### src/rtl/uart_tx_arbiter.sv
// uart_tx_arbiter: round-robin sharing of one UART transmitter among
// four byte requesters, with a tx_busy handshake timeout.
module uart_tx_arbiter #(
  parameter int BUSY_TIMEOUT = 1024,
  parameter int NUM_REQ      = 4
) (
  input  logic                 clk,
  input  logic                 rst,
  input  logic [NUM_REQ-1:0]   req,
  input  logic [8*NUM_REQ-1:0] req_data,
  input  logic                 tx_busy,
  output logic                 tx_send,
  output logic [7:0]           tx_din,
  output logic [NUM_REQ-1:0]   grant,
  output logic [NUM_REQ-1:0]   ack,
  output logic                 busy,
  output logic                 timeout_err
);

  localparam int IW = $clog2(NUM_REQ);
  localparam int CW = $clog2(BUSY_TIMEOUT + 1);
  localparam logic [CW-1:0] TO_LIM   = CW'(BUSY_TIMEOUT);
  localparam logic [IW-1:0] LAST_RST = IW'(NUM_REQ - 1);

  typedef enum logic [1:0] {
    IDLE,
    SEND,
    WAIT_DONE,
    DONE
  } state_t;

  state_t               r_state;
  logic                 r_send;
  logic [7:0]           r_din;
  logic [NUM_REQ-1:0]   r_grant;
  logic [NUM_REQ-1:0]   r_ack;
  logic                 r_busy;
  logic                 r_to;
  logic [IW-1:0]        r_last;
  logic [IW-1:0]        r_gidx;
  logic [CW-1:0]        r_cnt;

  state_t               w_state_n;
  logic                 w_send_n;
  logic [7:0]           w_din_n;
  logic [NUM_REQ-1:0]   w_grant_n;
  logic [NUM_REQ-1:0]   w_ack_n;
  logic                 w_busy_n;
  logic                 w_to_n;
  logic [IW-1:0]        w_last_n;
  logic [IW-1:0]        w_gidx_n;
  logic [CW-1:0]        w_cnt_n;
  logic [CW-1:0]        w_cnt_inc;

  logic                 w_found;
  logic [IW-1:0]        w_win;
  logic [IW-1:0]        w_idx;

  // Search starts just after the last winner, so it has lowest priority.
  always_comb begin
    w_found = 1'b0;
    w_win   = r_last;
    w_idx   = '0;
    for (int k = 1; k <= NUM_REQ; k++) begin
      w_idx = r_last + IW'(k);
      if (!w_found && req[w_idx]) begin
        w_found = 1'b1;
        w_win   = w_idx;
      end
    end
  end

  assign w_cnt_inc = r_cnt + 1'b1;

  always_comb begin
    w_state_n = r_state;
    w_send_n  = r_send;
    w_din_n   = r_din;
    w_grant_n = r_grant;
    w_ack_n   = '0;
    w_busy_n  = r_busy;
    w_to_n    = 1'b0;
    w_last_n  = r_last;
    w_gidx_n  = r_gidx;
    w_cnt_n   = r_cnt;
    unique case (r_state)
      IDLE: begin
        if (w_found) begin
          w_grant_n = NUM_REQ'(1) << w_win;
          w_din_n   = req_data[{w_win, 3'b000} +: 8];
          w_gidx_n  = w_win;
          w_send_n  = 1'b1;
          w_busy_n  = 1'b1;
          w_cnt_n   = '0;
          w_state_n = SEND;
        end
      end
      SEND: begin
        if (tx_busy) begin
          w_send_n  = 1'b0;
          w_state_n = WAIT_DONE;
        end else if (w_cnt_inc == TO_LIM) begin
          // Give up on this transfer; pointer still moves past it.
          w_send_n  = 1'b0;
          w_grant_n = '0;
          w_busy_n  = 1'b0;
          w_to_n    = 1'b1;
          w_last_n  = r_gidx;
          w_cnt_n   = '0;
          w_state_n = IDLE;
        end else begin
          w_cnt_n = w_cnt_inc;
        end
      end
      WAIT_DONE: begin
        if (!tx_busy) begin
          w_ack_n   = r_grant;
          w_state_n = DONE;
        end
      end
      DONE: begin
        w_grant_n = '0;
        w_busy_n  = 1'b0;
        w_last_n  = r_gidx;
        w_state_n = IDLE;
      end
      default: begin
        w_state_n = IDLE;
      end
    endcase
  end

  always_ff @(posedge clk) begin
    if (rst) begin
      r_state <= IDLE;
      r_send  <= 1'b0;
      r_din   <= 8'h00;
      r_grant <= '0;
      r_ack   <= '0;
      r_busy  <= 1'b0;
      r_to    <= 1'b0;
      r_last  <= LAST_RST;
      r_gidx  <= '0;
      r_cnt   <= '0;
    end else begin
      r_state <= w_state_n;
      r_send  <= w_send_n;
      r_din   <= w_din_n;
      r_grant <= w_grant_n;
      r_ack   <= w_ack_n;
      r_busy  <= w_busy_n;
      r_to    <= w_to_n;
      r_last  <= w_last_n;
      r_gidx  <= w_gidx_n;
      r_cnt   <= w_cnt_n;
    end
  end

  assign tx_send     = r_send;
  assign tx_din      = r_din;
  assign grant       = r_grant;
  assign ack         = r_ack;
  assign busy        = r_busy;
  assign timeout_err = r_to;

endmodule

### config.mk
export PLATFORM = sky130hd
export DESIGN_NAME = uart_tx_arbiter
export DESIGN_NICKNAME = d
export VERILOG_FILES = /design/src/rtl/uart_tx_arbiter.sv
export SDC_FILE = /design/constraint.sdc
export NUM_CORES = 1
export LEC_CHECK = 0
export BUFFER_PORTS_ARGS = -buffer_cell sky130_fd_sc_hd__buf_2
export CORE_UTILIZATION = 50
export CTS_BUF_LIST = sky130_fd_sc_hd__clkbuf_16
export DETAILED_ROUTE_END_ITERATION = 8
export PLACE_DENSITY = 0.79
export SLEW_MARGIN = 20
export SYNTH_ARGS = -nofsm -noshare
export SYNTH_HDL_FRONTEND = slang
export SYNTH_SLANG_ARGS = --single-unit
### constraint.sdc
create_clock -name clk -period 5.7 [get_ports clk]
set_clock_uncertainty 0.15 [all_clocks]
set_input_delay 0.57 -clock clk [delete_from_list [all_inputs] [get_ports clk]]
set_output_delay 0.57 -clock clk [all_outputs]
set_load 0.05 [all_outputs]
==> results of run 1 <==
worst register-to-register path, delay by kind of cell (launching register included):
| family | cells | cell delay, ns |
|---|---|---|
| AO/OA/AOI/OAI | 2 | 0.86 |
| AND/OR/NAND/NOR | 3 | 0.71 |
| flip-flops | 1 | 0.41 |
| adder cells (fa/ha/maj) | 1 | 0.24 |
| multiplexers | 1 | 0.15 |
cell usage after synthesis, types with 2 or more instances:
cell type  count
dfxtp_1       36
nor2_1        31
mux2i_1       21
a21oi_1       17
nand2_1       14
nand3b_1      12
nor3_1         8
o31ai_2        8
inv_1          7
nand3_1        7
and3_1         6
ha_1           6
a211oi_1       5
clkbuf_1       5
mux2_4         5
nand4_1        5
o21ai_0        5
a31oi_1        4
buf_6          4
clkbuf_8       4
buf_2          3
mux2_2         3
nand2b_1       3
nor3b_1        3
and2_1         2
buf_4          2
nand4b_1       2
nor4_1         2
o211ai_1       2
o21a_1         2
o31ai_1        2
xnor2_1        2
final timing paths:
path	from	endpoint	slack, ns	cells past startpoint
min	tx_send	tx_send	0.31	1
min reg2reg	tx_send	tx_send	0.31	1
max	r_cnt[0]	busy	3.09	7
max reg2reg	r_cnt[0]	busy	3.09	7
per-stage QoR:
stage	std cells	hold WS [ns]
CTS	359	0.321
finish	359	0.315
global route	359	0.354
detailed placement	351	0.309
global placement	351	0.301
floorplan	259	0.305
cells by family (layout without fill, tap and decap cells):
logic type / Yosys count / count (layout) / synth area share (%)
DFF: 36 / 36 / 31.0
AOI/OAI and AO/OA: 58 / 58 / 19.7
adders and majority gates: 6 / 6 / 3.23
buffers and inverters: 26 / 74 / 7.69
and+or+nand+nor: 102 / 102 / 24.0
muxes: 29 / 29 / 13.7
xor gates and xnor gates: 2 / 2 / 0.753
cell usage in the layout, fill, tap and decap left out, types with 3 or more instances in the layout:
cell type | synthesis | final
nand2_1 | 14 | 14
nand4_1 | 5 | 5
o21ai_0 | 5 | 5
nand2b_1 | 3 | 3
a31oi_1 | 4 | 4
ha_1 | 6 | 6
dfxtp_1 | 36 | 36
buf_2 | 3 | 57
mux2i_1 | 21 | 21
mux2_4 | 5 | 5
a21oi_1 | 17 | 17
clkbuf_16 | 0 | 5
o31ai_2 | 8 | 8
nand3b_1 | 12 | 12
and3_1 | 6 | 6
a211oi_1 | 5 | 5
nand3_1 | 7 | 7
nor2_1 | 31 | 31
nor3_1 | 8 | 8
mux2_2 | 3 | 3
inv_1 | 7 | 8
nor3b_1 | 3 | 3
report_power, final:
group	internal [µW]	switching, µW	total [µW]	leakage, µW
clock	204	97.5	301	0.0000850
combinational	100	210	310	0.000828
sequential	279	18.4	297	0.000293
total	583	326	909	0.00121
final cells by class:
| cell class | instances | area (µm²) |
|---|---|---|
| Clock inverter | 3 | 38.8 |
| Fill cell | 369 | 1710 |
| Tap cell | 52 | 65.1 |
| Inverter | 7 | 26.3 |
| Multi-Input combinational cell | 197 | 1430 |
| Clock buffer | 5 | 125 |
| Sequential cell | 36 | 721 |
| Timing Repair Buffer | 59 | 300 |
registers in the layout, summed over array words and instances (netlist names), named ones only:
register and count:
ack 4, busy 1, grant 4, r_cnt 11, r_gidx 2, r_last 2
r_state 1, timeout_err 1, tx_din 8, tx_send 1
routing by layer:
| metal | wire length (µm) | track usage (%) | vias to the layer above |
|---|---|---|---|
| li1 | - | - | 1043 |
| met1 | 2050 | 24.3 | 942 |
| met2 | 2170 | 34.2 | 84 |
| met3 | 299 | 5.05 | 5 |
| met4 | 80 | 8.00 | 0 |
| met5 | 0 | 0 | - |
==> out/results.txt, run 1 <==
Syn nets: 304
CP Data Arrival Time: 2.64 ns
Via count: 2074
Biggest area contributors in the synthesized netlist: dfxtp_1, mux2i_1, nor2_1
Power density relative to cell area: 336 mW/mm²
Worst Max-Slew Pin Slew: 1.04 ns
Number of hold buffers added after CTS: 0
Unrepaired setup endpoints after global routing: no
Async SR Flop Fraction: 0%
Final ANT Viol Nets: 0
Portion of the clock cycle consumed by the worst path in the final layout: 45.8%
Largest delay share family, worst path: compound AO/OA/AOI/OAI gates
Clock root cell: clkbuf_16
Most used cell, CP: nand2_1
Max transition margin: 30.7%
DRT iter0 DRCs: 130
TritonCTS Buffers: 5
Layout cells sized above 1: 29.3%
Warnings, synthesis: 0
Number of antenna violations at the first check in global routing: 0
Post-synth top area cell: dfxtp_1
Place WS: 2.98 ns
Hold WC Path Type: reg2reg
Cells traversed along the worst timing path: ha_1 -> and3_1 -> nand2_1 -> mux2i_1 -> o2111ai_2 -> nand2_1 -> a211oi_1
Post-route cell area: 0.00270 mm²
Post-Syn Instances: 259
Status: finished, final reports clean
Input/output buffers: 57
Primary FF master, synth: dfxtp_1
Worst VDD drop: 0.200 mV
Ports placed on the boundary: 58
Area fraction of the dominant cell type after synthesis: 31.0%
Clock-pin slew on the worst setup and hold paths: 0.05 ns
Syn Std Cell Area: 0.00233 mm²
Leakage: 0.00121 µW
Average cell area after synthesis: 8.99 µm²
Setup tns final: 0 ns
PnR worst setup slack: 3.09 ns
Gr ovfl total: 0
Number of synthesized flops with an enable pin: 0
Post-Route Utilization: 61.3%
Die Ht: 70.2 µm
Cell at the slowest stage of the critical path: o2111ai_2
Delay contributed by the slowest stage of the critical path: 0.59 ns
Global routing usage summed across all routing layers: 20.2%
Die area: 0.00493 mm²
Overall power of the completed layout: 909 µW
Pre-antenna DRT Iters: 4
CP required: 5.73 ns
Number of cells upsized or downsized after cts: 0
Largest net degree at the start of global routing: 51
Final Setup Violations: 0
Crit Path Category: reg2reg
Routed via count divided by cell count: 5.78
Core Rows: 24
Antenna diode instance count: 0
Share of synthesized area occupied by flip-flops and latches: 31.0%
Clk sinks: 36
Final-report hold violation count: 0
Horiz. Die Dim: 70.2 µm
Min cycle time layout: 2.61 ns
Sort of element at the start of the critical path: flip-flop
Max-slew violation total from the final report: 0
Area of the core region: 0.00441 mm²
Avg WL per Cell: 12.8 µm
Endpoint type of the worst setup path: flip-flop
Achievable clock frequency: 0.383 GHz
Cell variety after synth: 53
Routability congestion estimate from global placement: 0.850
Number of H-tree levels: 2
Number of setup buffers added after CTS: 0
Effective utilization at floorplan: 52.7%
Clock tree buffer depth: 2
Layout Area Growth over Synthesis: 16.2%
Latest clock arrival within the worst-skew pair: 0.28 ns
Placement-stage cell area: 0.00254 mm²
Layout net count: 351
TritonCTS clock tree: yes
Detailed-route wire length: 4.60 mm
Biggest fanout along the worst timing path: 13
Vias in the first global route: 1821
Flip-flop and latch count after synthesis: 36
Half-perimeter wire length of the detailed placement result: 3.20 mm
Total buffers and inverters traversed by the critical path: 0
Wire length of the first global-routing pass: 8.04 mm
Post-route DRC: 0
Number of max-cap violations: 0
No activity file was read; power rests on OpenSTA's default activity.
==> inputs of run 2 (changes only) <==
==> constraint.sdc (replaced) <==
create_clock -name clk -period 2.5 [get_ports clk]
set_clock_uncertainty 0.15 [all_clocks]
set_input_delay 0.25 -clock clk [delete_from_list [all_inputs] [get_ports clk]]
set_output_delay 0.25 -clock clk [all_outputs]
set_load 0.05 [all_outputs]
==> out/results.txt, run 2 (same netlist as run 1, synthesis figures left out) <==
Status: finished, final reports clean
Via count: 2079 (+0.24%)
Sort of element at the start of the critical path: flip-flop
Routability congestion estimate from global placement: 0.876 (+3.1%)
Final ANT Viol Nets: 0 (unchanged)
Terminus of the critical flop-to-flop path: r_cnt[10]
Cells traversed along the worst timing path: ha_1 -> and3_1 -> nand2_1 -> mux2i_1 -> o2111ai_4 -> buf_4 -> nand4_1 -> a31oi_1
Endpoint type of the worst setup path: flip-flop
Max reg flops: 11 (unchanged)
CP Data Arrival Time: 2.37 ns (-0.27 ns)
Avg WL per Cell: 13.0 µm (+1.6%)
Commonest non-fill, non-tap cell in the layout: buf_2
Vias in the first global route: 1895 (+4.1%)
Area of the core region: 0.00441 mm² (unchanged)
Portion of the clock cycle consumed by the worst path in the final layout: 93.2% (+47 points)
Share of total power in the clock network: 32.7% (-0.4 points)
Max-slew violation total from the final report: 0 (unchanged)
Worst hold path stage count: 3 (+2)
Final-report hold violation count: 0 (unchanged)
Layout Area Growth over Synthesis: 19.1%
Total buffers and inverters traversed by the critical path: 1 (+1)
Highest-count cells in the layout ignoring fill and taps: buf_2, dfxtp_1, nor2_1
Layout cells sized above 1: 30.7% (+1.4 points)
Largest net degree at the start of global routing: 34 (-33%)
Effective utilization at floorplan: 52.7% (unchanged)
R2r setup slk: 0.17 ns (-2.92 ns)
Leakage: 0.00124 µW (+2.8%)
Critical register-to-register path startpoint: r_cnt[0]
Unrepaired setup endpoints after global routing: no
Pre-antenna DRT Iters: 4 (unchanged)
DRT iter0 DRCs: 155 (+19%)
Detailed-route wire length: 4.75 mm (+3.3%)
Hold WC Path Type: in2reg
Number of hold buffers added after CTS: 0 (unchanged)
Wire length of the first global-routing pass: 8.02 mm (-0.26%)
Number of max-cap violations: 0 (unchanged)
Die area: 0.00493 mm² (unchanged)
Number of antenna violations at the first check in global routing: 0 (unchanged)
Register ranked first by flip-flop count: r_cnt
Final Setup Violations: 0 (unchanged)
Routed via count divided by cell count: 5.70 (-1.4%)
Half-perimeter wire length of the detailed placement result: 3.40 mm (+6.1%)
Min cycle time layout: 2.33 ns (-0.278 ns)
Relative contribution of combinational cells to total power: 34.8% (+0.6 points)
Clock root cell: clkbuf_16
Global routing usage summed across all routing layers: 19.7% (-0.44 points)
Clk sinks: 36 (unchanged)
Input/output buffers: 57 (unchanged)
Number of H-tree levels: 2 (unchanged)
Design internal power: 1350 µW (+130%)
P_sw: 745 µW (+130%)
Startpoint of the tightest hold check path: tx_busy
Max transition margin: 60.3% (+30 points)
Post-route DRC: 0 (unchanged)
TritonCTS clock tree: yes
Layout net count: 357 (+1.7%)
Clock tree buffer depth: 2 (unchanged)
Power density relative to cell area: 755 mW/mm² (+120%)
Core Rows: 24 (unchanged)
TritonCTS Buffers: 5 (unchanged)
Antenna diode instance count: 0 (unchanged)
Clock-pin slew on the worst setup and hold paths: 0.05 ns (about the same)
Worst Max-Slew Pin Slew: 0.589 ns (-0.446 ns)
Latest clock arrival within the worst-skew pair: 0.27 ns (about the same)
Horiz. Die Dim: 70.2 µm (unchanged)
Crit Path Category: reg2reg
CP required: 2.54 ns (-3.19 ns)
Filler cell count: 393 (+6.5%)
Worst hold margin: 0.264 ns (-0.0502 ns)
Worst VDD drop: 0.420 mV (+110%)
Cell at the slowest stage of the critical path: dfxtp_1
Switching share of power: 35.6% (-0.30 points)
Ports placed on the boundary: 58 (unchanged)
Achievable clock frequency: 0.429 GHz (+12%)
Number of setup buffers added after CTS: 0 (unchanged)
Setup tns final: 0 ns (unchanged)
Number of cells traversed by the worst register-to-register path: 8 (+1)
Biggest fanout along the worst timing path: 8 (-5)
Gr ovfl total: 0 (unchanged)
Flop pwr share: 32.4% (-0.3 points)
Die Ht: 70.2 µm (unchanged)
Overall power of the completed layout: 2090 µW (+130%)
Largest delay share family, worst path: simple AND/OR/NAND/NOR gates
Delay contributed by the slowest stage of the critical path: 0.41 ns (-0.18 ns)
==> run 2: changes by cell type in the layout (fill, tap and decap cells not counted) <==
cell	previous run	this run
o2111ai_2	1	0
o2111ai_4	0	1
buf_12	0	1
buf_4	2	7
==> run 2: what timing repair did <==
action | in CTS | in global routing
resized for setup | 0 | 1
setup endpoints to repair | 0 | 2
hold endpoints to repair | 0 | 0
==> run 2: final cells by class <==
| type | count | area [µm²] | share of cell area, % |
|---|---|---|---|
| clock buffer | 5 | 125 | 4.51 |
| clock inverter | 3 | 38.8 | 1.40 |
| inverter | 7 | 26.3 | 0.948 |
| multi-input combinational | 197 | 1440 | 51.9 |
| sequential | 36 | 721 | 26.0 |
| tap | 52 | 65.1 | 2.35 |
| timing repair buffer | 65 | 358 | 12.9 |
==> run 2: stage by stage <==
step           std cells  setup WS, ns  instance area (µm²)  utilization (%)
2_1_floorplan        259         0.409                 2330                -
5_1_grt              365        0.0566                 2770             62.8
4_1_cts              365         0.157                 2760             62.6
3_5_place_dp         357         0.181                 2600             58.8
6_report             365         0.170                 2770             62.8
3_3_place_gp         357         0.284                 2600             58.8
==> run 2: tightest hold or removal path, delay by kind of cell <==
kind | cells | cell delay, ns
compound gates | 2 | 0.23
buf+inv | 1 | 0.15
==> run 2: how the worst max path moves through the flow <==
stage,start,endpoint,depth (start not counted)
floorplan,r_cnt[0],tx_send,9
global placement,r_cnt[0],r_cnt[10],8
detailed placement,r_cnt[0],r_cnt[10],8
CTS,r_cnt[0],r_cnt[10],8
global route,r_cnt[0],r_cnt[10],8
finish,r_cnt[0],r_cnt[10],8
==> run 2: power by group through the flow <==
stage | clock (µW) | combinational [µW] | sequential [µW]
2_1_floorplan | 0 | 422 | 840
3_3_place_gp | 0 | 717 | 686
3_5_place_dp | 0 | 724 | 690
4_1_cts | 695 | 731 | 679
5_1_grt | 725 | 795 | 687
6_report | 685 | 729 | 679
==> run 2: layer usage <==
metal	global-route usage, %	vias to the layer above	part of all wire [%]
met5	0	-	0
met4	5.11	0	0.65
met3	4.47	5	5.4
met2	34.0	77	49
met1	24.7	944	45
li1	-	1053	-
